<file path="src/rtl/ex_muldiv_if.sv">
// Interface bundling the EX-stage HI/LO multiply/divide unit signals.
// The pipeline drives the master side; the unit implements the slave side.
interface ex_muldiv_if;
    logic        start;
    logic [1:0]  op;
    logic [31:0] operand_a;
    logic [31:0] operand_b;
    logic        mthi;
    logic        mtlo;
    logic        mf_req;
    logic        flush;
    logic [31:0] hi_out;
    logic [31:0] lo_out;
    logic        busy;
    logic        stall_req;
    logic        done;
    logic        div_by_zero;

    modport master (
        output start, op, operand_a, operand_b, mthi, mtlo, mf_req, flush,
        input  hi_out, lo_out, busy, stall_req, done, div_by_zero
    );

    modport slave (
        input  start, op, operand_a, operand_b, mthi, mtlo, mf_req, flush,
        output hi_out, lo_out, busy, stall_req, done, div_by_zero
    );
endinterface

</file>
<file path="src/rtl/ex_muldiv.sv">
// Iterative 32-cycle multiply/divide unit owning the architectural HI/LO registers.
// Signed ops run on magnitudes; signs are reapplied in a single fixup cycle.
module ex_muldiv (
    input  logic       clock,
    input  logic       reset_n,
    ex_muldiv_if.slave bus
);

    localparam logic [1:0] OpMult = 2'b00;
    localparam logic [1:0] OpDiv  = 2'b10;

    typedef enum logic [1:0] {StIdle, StCalc, StFixup} state_e;

    state_e      state_q, state_d;
    logic [4:0]  cnt_q, cnt_d;
    logic [1:0]  op_q, op_d;
    logic [63:0] acc_q, acc_d;
    logic [31:0] opb_q, opb_d;
    logic        sign_a_q, sign_a_d;
    logic        sign_b_q, sign_b_d;
    logic [31:0] hi_q, hi_d;
    logic [31:0] lo_q, lo_d;
    logic        done_q, done_d;
    logic        dbz_q, dbz_d;

    logic        signed_op, a_neg, b_neg;
    logic [31:0] abs_a, abs_b;
    logic [32:0] add_sum;
    logic [63:0] mul_step;
    logic [32:0] rem_sh, rem_sub;
    logic [63:0] div_step;
    logic [63:0] prod_fix;
    logic [31:0] quo_fix, rem_fix;
    logic        div_zero;

    assign signed_op = ~bus.op[0];
    assign a_neg     = signed_op & bus.operand_a[31];
    assign b_neg     = signed_op & bus.operand_b[31];
    assign abs_a     = a_neg ? (~bus.operand_a + 32'd1) : bus.operand_a;
    assign abs_b     = b_neg ? (~bus.operand_b + 32'd1) : bus.operand_b;

    // Multiply: acc holds {partial product, remaining multiplier bits}; shift right each step.
    assign add_sum  = {1'b0, acc_q[63:32]} + {1'b0, opb_q};
    assign mul_step = acc_q[0] ? {add_sum, acc_q[31:1]} : {1'b0, acc_q[63:32], acc_q[31:1]};

    // Divide: acc holds {remainder, dividend/quotient}; bit 32 of rem_sub is the borrow.
    assign rem_sh   = {acc_q[63:32], acc_q[31]};
    assign rem_sub  = rem_sh - {1'b0, opb_q};
    assign div_step = rem_sub[32] ? {rem_sh[31:0], acc_q[30:0], 1'b0}
                                  : {rem_sub[31:0], acc_q[30:0], 1'b1};

    assign prod_fix = ((op_q == OpMult) && (sign_a_q ^ sign_b_q)) ? (~acc_q + 64'd1) : acc_q;
    assign quo_fix  = ((op_q == OpDiv) && (sign_a_q ^ sign_b_q)) ? (~acc_q[31:0] + 32'd1)
                                                                  : acc_q[31:0];
    assign rem_fix  = ((op_q == OpDiv) && sign_a_q) ? (~acc_q[63:32] + 32'd1) : acc_q[63:32];
    assign div_zero = (opb_q == 32'd0);

    always_comb begin
        state_d  = state_q;
        cnt_d    = cnt_q;
        op_d     = op_q;
        acc_d    = acc_q;
        opb_d    = opb_q;
        sign_a_d = sign_a_q;
        sign_b_d = sign_b_q;
        hi_d     = hi_q;
        lo_d     = lo_q;
        done_d   = 1'b0;
        dbz_d    = 1'b0;

        if (bus.flush) begin
            state_d = StIdle;
        end else begin
            unique case (state_q)
                StIdle: begin
                    if (bus.start) begin
                        op_d     = bus.op;
                        sign_a_d = a_neg;
                        sign_b_d = b_neg;
                        cnt_d    = 5'd31;
                        state_d  = StCalc;
                        if (bus.op[1]) begin
                            acc_d = {32'd0, abs_a};
                            opb_d = abs_b;
                        end else begin
                            acc_d = {32'd0, abs_b};
                            opb_d = abs_a;
                        end
                    end else begin
                        if (bus.mthi) hi_d = bus.operand_a;
                        if (bus.mtlo) lo_d = bus.operand_a;
                    end
                end
                StCalc: begin
                    acc_d = op_q[1] ? div_step : mul_step;
                    if (cnt_q == 5'd0) begin
                        state_d = StFixup;
                    end else begin
                        cnt_d = cnt_q - 5'd1;
                    end
                end
                StFixup: begin
                    done_d  = 1'b1;
                    state_d = StIdle;
                    if (!op_q[1]) begin
                        hi_d = prod_fix[63:32];
                        lo_d = prod_fix[31:0];
                    end else if (div_zero) begin
                        // Remainder equals the magnitude of the dividend; sign fixup restores operand_a.
                        hi_d  = rem_fix;
                        lo_d  = 32'hFFFF_FFFF;
                        dbz_d = 1'b1;
                    end else begin
                        hi_d = rem_fix;
                        lo_d = quo_fix;
                    end
                end
                default: state_d = StIdle;
            endcase
        end
    end

    always_ff @(posedge clock or negedge reset_n) begin
        if (!reset_n) begin
            state_q  <= StIdle;
            cnt_q    <= 5'd0;
            op_q     <= 2'b00;
            acc_q    <= 64'd0;
            opb_q    <= 32'd0;
            sign_a_q <= 1'b0;
            sign_b_q <= 1'b0;
            hi_q     <= 32'd0;
            lo_q     <= 32'd0;
            done_q   <= 1'b0;
            dbz_q    <= 1'b0;
        end else begin
            state_q  <= state_d;
            cnt_q    <= cnt_d;
            op_q     <= op_d;
            acc_q    <= acc_d;
            opb_q    <= opb_d;
            sign_a_q <= sign_a_d;
            sign_b_q <= sign_b_d;
            hi_q     <= hi_d;
            lo_q     <= lo_d;
            done_q   <= done_d;
            dbz_q    <= dbz_d;
        end
    end

    assign bus.hi_out      = hi_q;
    assign bus.lo_out      = lo_q;
    assign bus.busy        = (state_q != StIdle);
    assign bus.done        = done_q;
    assign bus.div_by_zero = dbz_q;
    assign bus.stall_req   = (bus.busy & (bus.start | bus.mf_req | bus.mthi | bus.mtlo))
                           | ((state_q == StIdle) & bus.start & bus.mf_req);

endmodule

</file>
<file path="src/flat_wrapper.sv">
// flat-port wrapper written by rule: the top's interface ports become plain ports
module ex_muldiv_flat 
  (clock, reset_n, bus_start, bus_op, bus_operand_a, bus_operand_b, bus_mthi, bus_mtlo, bus_mf_req, bus_flush, bus_hi_out, bus_lo_out, bus_busy, bus_stall_req, bus_done, bus_div_by_zero);
  ex_muldiv_if bus_i ();
  input  logic clock;
  input  logic reset_n;
  input wire logic [$bits(bus_i.start)-1:0] bus_start;
  input wire logic [$bits(bus_i.op)-1:0] bus_op;
  input wire logic [$bits(bus_i.operand_a)-1:0] bus_operand_a;
  input wire logic [$bits(bus_i.operand_b)-1:0] bus_operand_b;
  input wire logic [$bits(bus_i.mthi)-1:0] bus_mthi;
  input wire logic [$bits(bus_i.mtlo)-1:0] bus_mtlo;
  input wire logic [$bits(bus_i.mf_req)-1:0] bus_mf_req;
  input wire logic [$bits(bus_i.flush)-1:0] bus_flush;
  output wire logic [$bits(bus_i.hi_out)-1:0] bus_hi_out;
  output wire logic [$bits(bus_i.lo_out)-1:0] bus_lo_out;
  output wire logic [$bits(bus_i.busy)-1:0] bus_busy;
  output wire logic [$bits(bus_i.stall_req)-1:0] bus_stall_req;
  output wire logic [$bits(bus_i.done)-1:0] bus_done;
  output wire logic [$bits(bus_i.div_by_zero)-1:0] bus_div_by_zero;
  assign bus_i.start = bus_start;
  assign bus_i.op = bus_op;
  assign bus_i.operand_a = bus_operand_a;
  assign bus_i.operand_b = bus_operand_b;
  assign bus_i.mthi = bus_mthi;
  assign bus_i.mtlo = bus_mtlo;
  assign bus_i.mf_req = bus_mf_req;
  assign bus_i.flush = bus_flush;
  assign bus_hi_out = bus_i.hi_out;
  assign bus_lo_out = bus_i.lo_out;
  assign bus_busy = bus_i.busy;
  assign bus_stall_req = bus_i.stall_req;
  assign bus_done = bus_i.done;
  assign bus_div_by_zero = bus_i.div_by_zero;
  ex_muldiv u_core (.clock(clock), .reset_n(reset_n), .bus(bus_i));
endmodule
</file>
<file path="config.mk">
export PLATFORM = sky130hd
export DESIGN_NAME = ex_muldiv_flat
export DESIGN_NICKNAME = d
export VERILOG_FILES = /design/src/rtl/ex_muldiv_if.sv /design/src/rtl/ex_muldiv.sv /design/src/flat_wrapper.sv
export SDC_FILE = /design/constraint.sdc
export NUM_CORES = 1
export LEC_CHECK = 0
export ABC_AREA = 0
export CELL_PAD_IN_SITES_DETAIL_PLACEMENT = 0
export CELL_PAD_IN_SITES_GLOBAL_PLACEMENT = 2
export CORE_ASPECT_RATIO = 0.75
export CORE_MARGIN = 3
export CORE_UTILIZATION = 38
export DETAILED_ROUTE_END_ITERATION = 10
export PLACE_DENSITY = 0.95
export SKIP_CTS_REPAIR_TIMING = 1
export SKIP_LAST_GASP = 1
export SYNTH_ARGS = -nofsm -noshare
export SYNTH_HDL_FRONTEND = slang
export SYNTH_SLANG_ARGS = --single-unit
</file>
<file path="constraint.sdc">
create_clock -name clock -period 7.1 [get_ports clock]
set_clock_uncertainty 0.15 [all_clocks]
set_input_delay 1.065 -clock clock [delete_from_list [all_inputs] [get_ports clock]]
set_output_delay 1.065 -clock clock [all_outputs]
set_load 0.005 [all_outputs]
</file>
==> impl_metrics.toml, run 1 <==
[yosys]
ys_warn_count = 0
yosys.cell_types.count = 85
yosysSeqAreaShare_pct = 28.1
synth_area_leaders = "dfrtp_1 (28%), a21oi_1 (6.7%), o21ai_0 (6.4%)"
synth-main-ff-cell = "dfrtp_1"
ys_async_sr_fraction_pct = 100
syn_avg_cell_area_um2 = 7.68
synth_edf_count = 0
syn_inst = 2008
synth_area_mm2 = 0.0154
synth_top_area_share_pct = 28.1
ys_seq_elements = 173
synth_area_leader_cell = "dfrtp_1"
synth_fp_nets = 2153

[clocking]
cts.htree.levels = 4
cts-root-buf = "clkbuf_16"
clk_pin_slew_ns = 0.08
cts_buffers = 17
cts_num_sinks = 173
clk_path_buf_depth = 2
cts_tree = "done"
clk_latency_ns = 0.46

[timing]
finalHoldViolCount = 0
timing.setup.tns_ns = 0
tightest_slew_ns = 1.03
finalMaxSlewViolations = 0
timing.final.crit_share_pct = 60.0
setup_viol = 0
max_slew_margin_pct = 31.2
rsz0062_at_grt = "no"
fmax_mhz = 235
fin_crit_ns = 4.26

[setup_path]
cp_slowest_cell = "dfrtp_1"
startpoint_type = "register"
critPathKind = "register to register"
cp_cell_sequence = "inv_1 > ha_1 > fa_1 > nand2b_1 > a21oi_1 > o211ai_1 > a21o_1 > a21oi_2 > nor3_2 > buf_4 > nor2_2 > buf_4 > mux2_2 > a221o_1"
critical_path.max_fanout = 13
cp_common_cell = "buf_4"
worstPathArrival_ns = 4.45
cp-end-kind = "register"
required_ns = 7.29
max_stage_delay_ns = 0.44

[cells_and_area]
fillers = 4002
synthToLayoutAreaGrowth_pct = 15.5
multiInputGateArea_mm2 = 0.0103
drive_gt1_share_pct = 5.48
n_antenna_cell = 0
final_design_area_no_fill_mm2 = 0.0178
regArea_mm2 = 0.00433
nets = 2212
fin_cells = 2599

[pwr]
max-vdd-ir-drop_mv = 0.213
power_density_mw_per_mm2 = 367
finalPower_mw = 6.54
p_leak_nw = 7.57

[place]
dp_hpwl_mm = 48.8
port_buffers = 140
dp_cells = 2568
place_area_mm2 = 0.0172
gp_congestion = 0.987

[detailed_routing]
routed_wl_mm = 63.1
wl_per_cell_um = 24.3
ant_nets = 0
dr_total_vias = 15900
vias_per_cell = 6.13
drc = 0
drtIter0Drc = 1976
firstDrtPassIters = 6

[floorplan]
die-area_mm2 = 0.0431
row_count = 63
die-width_um = 239
coreArea_mm2 = 0.0398
fp.dieH_um = 180
io_pins = 141
initial_core_util_pct = 38.7

[global_routing]
grt.total_usage_pct = 28.6
first_global_vias = 14500
grt_overflow_total = 0
grt_pass1_wl_mm = 93.9
antenna_found_initial = 0
grt_start_max_net_pins = 95

[worst_hold_path]
hp-class = "register to register"

[status]
status = "finished clean"

[run]
cap_violations = 0
logic make-up (layout without fill, tap and decap cells):
kind of cell	Yosys count	count (layout)	synth area share, %
xor+xnor	166	166	9.43
compound gates	657	657	25.7
mux	83	83	5.53
buf+inv	196	267	5.21
flops	173	173	28.1
simple gates	661	661	20.2
fa+ha+maj	72	72	5.94
cell usage after synthesis (26+ instances only):
| cell type | count |
|---|---|
| inv_1 | 67 |
| o22ai_1 | 26 |
| a31oi_1 | 30 |
| xor2_1 | 77 |
| nor3_1 | 51 |
| a21oi_1 | 207 |
| a21o_1 | 34 |
| dfrtp_1 | 173 |
| ha_1 | 70 |
| xnor2_1 | 89 |
| o21ai_0 | 197 |
| mux2i_1 | 65 |
| clkbuf_1 | 110 |
| nand2_1 | 237 |
| nor2_1 | 180 |
| nand3_1 | 28 |
| nand2b_1 | 29 |
power by group:
group	switching [mW]	leakage (nW)	internal [mW]
clock network	0.469	0.302	0.597
registers	0.478	2.15	1.21
logic	2.28	5.12	1.50
cell type report:
| class | count | area share [%] |
|---|---|---|
| clock buffer | 17 | 2.39 |
| clock inverter | 14 | 1.17 |
| inverter | 68 | 1.43 |
| multi-input combinational | 1639 | 58.0 |
| sequential | 173 | 24.3 |
| tap | 520 | 3.65 |
| timing repair buffer | 168 | 9.03 |
critical path, delay by kind of cell, from the launching register on:
kind / cells / cell delay [ns]
multiplexers: 1 / 0.36
AO/OA/AOI/OAI: 5 / 1.24
AND/OR/NAND/NOR: 3 / 0.69
adder cells (fa/ha/maj): 2 / 0.61
flip-flops: 1 / 0.44
buffers and inverters: 3 / 0.66
registers in the layout (all words and copies together) (netlist names), 2 cells and up:
| name | flops |
|---|---|
| u_core.acc_q | 64 |
| u_core.bus.hi_out | 32 |
| u_core.bus.lo_out | 32 |
| u_core.cnt_q | 5 |
| u_core.op_q | 2 |
| u_core.opb_q | 32 |
| u_core.state_q | 2 |
cell usage in the layout (no fill, tap or decap), types with 23 or more instances in the layout:
cell	netlist	routed
a21o_1	34	34
a21oi_1	207	207
a31oi_1	30	30
buf_4	4	28
clkdlybuf4s50_1	0	138
dfrtp_1	173	172
ha_1	70	70
inv_1	67	67
mux2i_1	65	65
nand2_1	237	237
nand2b_1	29	28
nand3_1	28	28
nor2_1	180	179
nor3_1	51	51
nor4_1	23	23
o21ai_0	197	196
o22ai_1	26	26
o31ai_1	24	24
xnor2_1	89	89
xor2_1	77	77
metrics by stage:
step	setup slack, ns	hold WS (ns)	util (%)
6_report	2.84	0.328	44.7
2_1_floorplan	3.67	0.312	-
3_5_place_dp	2.74	0.321	43.1
5_1_grt	2.67	0.346	44.7
4_1_cts	2.89	0.338	44.7
3_3_place_gp	2.72	0.313	43.1
final timing paths:
| kind | startpoint | endpoint | slack, ns | depth (start not counted) |
|---|---|---|---|---|
| worst max-delay path | u_core.acc_q[31]$_DFFE_PN0P_ | u_core.acc_q[52]$_DFFE_PN0P_ | 2.84 | 14 |
| worst min-delay path | u_core.bus.lo_out[5]$_DFFE_PN0P_ | u_core.bus.lo_out[5]$_DFFE_PN0P_ | 0.33 | 2 |
| worst max register to register | u_core.acc_q[31]$_DFFE_PN0P_ | u_core.acc_q[52]$_DFFE_PN0P_ | 2.84 | 14 |
| worst min register to register | u_core.bus.lo_out[5]$_DFFE_PN0P_ | u_core.bus.lo_out[5]$_DFFE_PN0P_ | 0.33 | 2 |
| max in group asynchronous | reset_n | u_core.op_q[1]$_DFFE_PN0P_ | 4.96 | 2 |
| min in group asynchronous | reset_n | u_core.bus.hi_out[31]$_DFFE_PN0P_ | 0.55 | 1 |
layer usage:
metal	GRT usage [%]	share of wire (%)	vias up
li1	-	-	7357
met1	45.5	48	7657
met2	37.2	38	880
met3	8.78	13	43
met4	5.27	1.4	0
met5	0	0	-
No activity file was read; power rests on OpenSTA's default activity.
==> run 2: changes to the inputs <==
--- a/config.mk
+++ b/config.mk
@@ -10,9 +10,9 @@
 export CELL_PAD_IN_SITES_GLOBAL_PLACEMENT = 2
 export CORE_ASPECT_RATIO = 0.75
 export CORE_MARGIN = 3
-export CORE_UTILIZATION = 38
+export CORE_UTILIZATION = 32
 export DETAILED_ROUTE_END_ITERATION = 10
-export PLACE_DENSITY = 0.95
+export PLACE_DENSITY = 0.9
 export SKIP_CTS_REPAIR_TIMING = 1
 export SKIP_LAST_GASP = 1
 export SYNTH_ARGS = -nofsm -noshare
==> constraint.sdc (replaced) <==
create_clock -name clock -period 3.45 [get_ports clock]
set_clock_uncertainty 0.15 [all_clocks]
set_input_delay 0.5175 -clock clock [delete_from_list [all_inputs] [get_ports clock]]
set_output_delay 0.5175 -clock clock [all_outputs]
set_load 0.005 [all_outputs]
==> run 2 against run 1 <==
Effect of this change: die area is 18% higher; cell count up 12%; maximum frequency increased by 27%; via count increased by 4.7%; non-clock buffer count up 197; clock-buffer cell count grew 1; first-iteration DRC count decreased by 0.40%; core utilization fell by 3.1 points; global-route usage decreased by 2.8 points; largest cell class unchanged.
==> impl_metrics.toml, run 2 (same netlist as run 1, synthesis figures left out) <==
[status]
status = "finished clean"

[detailed_routing]
wl_met3_mm = 6.82
ant_nets = 0
vias_per_cell = 5.74
wl_per_cell_um = 23.2
firstDrtPassIters = 6
route.top_layer_used = "met4"
routed_wl_mm = 67.5
drtIter0Drc = 1968
drc = 0
met2_length_mm = 26.7
dr_total_vias = 16700
wl_met1_mm = 32.7

[global_routing]
grt_overflow_total = 0
grt.total_usage_pct = 25.9
first_global_vias = 15400
antenna_found_initial = 0
grt_start_max_net_pins = 95
grt_pass1_wl_mm = 99.5

[run]
cap_violations = 0

[cells_and_area]
fin_cells = 2908
drive_gt1_share_pct = 14.1
nets = 2409
layout_common_cells = "nand2_1 (237), buf_4 (218), a21oi_1 (203)"
regArea_mm2 = 0.00433
final_common_cell = "nand2_1"
synthToLayoutAreaGrowth_pct = 26.4
fillers = 4733
final_util_pct = 41.6
final_design_area_no_fill_mm2 = 0.0195
top_register = "u_core.acc_q"
largest_register_ffs = 64
multiInputGateArea_mm2 = 0.0104

[timing]
finalHoldViolCount = 0
timing.final.crit_share_pct = 97.3
timing.setup.tns_ns = 0
fin_ws_ns = 0.0927
finalMaxSlewViolations = 0
max_slew_margin_pct = 39.9
fmax_mhz = 298
rsz0062_at_grt = "yes"
hold_slack_ns = 0.328
tightest_slew_ns = 0.901
setup_viol = 0
fin_crit_ns = 3.36

[pwr]
p_leak_nw = 8.54
max-vdd-ir-drop_mv = 0.324
finalPower_mw = 14.1
power_density_mw_per_mm2 = 724

[clocking]
clk_pin_slew_ns = 0.08
cts_buffers = 17
cts.htree.levels = 4
cts_tree = "done"
clk_path_buf_depth = 2
cts_num_sinks = 173
cts-root-buf = "clkbuf_16"
clk_latency_ns = 0.47

[place]
dp_hpwl_mm = 53.9
dp_cells = 2870
gp_congestion = 0.985
place_area_mm2 = 0.0188
post-place-ws_ns = -0.0933
port_buffers = 140

[worst_hold_path]
hp-class = "register to register"
hold_path_startpoint = "u_core.bus.lo_out[4]$_DFFE_PN0P_"

[setup_path]
crit_start = "u_core.acc_q[31]$_DFFE_PN0P_"
cp-end-kind = "register"
required_ns = 3.60
worstPathArrival_ns = 3.51
r2r-start = "u_core.acc_q[31]$_DFFE_PN0P_"
startpoint_type = "register"
critPathKind = "register to register"
critical_path.max_fanout = 9

[floorplan]
row_count = 68
coreArea_mm2 = 0.0468
die-width_um = 259
io_pins = 141
die-area_mm2 = 0.0509
initial_core_util_pct = 33.0
fp.dieH_um = 196
run 2: changes by cell type in the layout (fill, tap and decap cells not counted), moves of 3 or more:
| cell | before | now |
|---|---|---|
| a21oi_1 | 207 | 203 |
| a21oi_2 | 2 | 6 |
| buf_12 | 0 | 4 |
| buf_4 | 28 | 218 |
| bufinv_16 | 4 | 1 |
| clkinv_4 | 1 | 4 |
| o21ai_0 | 196 | 193 |
| o21ai_1 | 9 | 12 |
run 2: path summary, 6_finish.rpt:
check	endpoint	slack (ns)	depth (start not counted)
hold reg to reg	u_core.bus.lo_out[4]$_DFFE_PN0P_	0.33	2
hold / removal	u_core.bus.lo_out[4]$_DFFE_PN0P_	0.33	2
setup reg to reg	u_core.acc_q[39]$_DFFE_PN0P_	0.09	14
min in group asynchronous	u_core.bus.hi_out[20]$_DFFE_PN0P_	0.44	2
max in group asynchronous	u_core.bus.lo_out[21]$_DFFE_PN0P_	1.80	3
setup / recovery	u_core.acc_q[39]$_DFFE_PN0P_	0.09	14
run 2: critical path, cell delays in order (launching register included):
cell,delay (ns)
dfrtp_1,0.35
inv_1,0.07
ha_1,0.21
fa_1,0.42
nand2b_1,0.20
a21oi_2,0.20
o211ai_1,0.18
a21o_1,0.24
a21oi_2,0.18
buf_4,0.14
o21a_1,0.20
nor2_4,0.08
buf_4,0.21
mux2i_2,0.23
o221ai_1,0.14
run 2: layout make-up:
cell class | count | area share, %
Multi-Input combinational cell | 1639 | 53.4
Sequential cell | 173 | 22.2
Timing Repair Buffer | 365 | 16.1
Tap cell | 630 | 4.04
Clock buffer | 18 | 2.20
Inverter | 68 | 1.31
Clock inverter | 14 | 0.700
Antenna cell | 1 | 0.0128
run 2: per-layer routing:
layer / up-vias / track usage [%]
li1: 7736 / -
met1: 8093 / 40.5
met2: 796 / 35.0
met3: 67 / 5.85
met4: 0 / 6.16
met5: - / 0
run 2: where the power goes:
group / switching, mW / internal, mW
Combinational: 5.19 / 3.79
Sequential: 0.639 / 2.51
Clock: 0.979 / 1.01
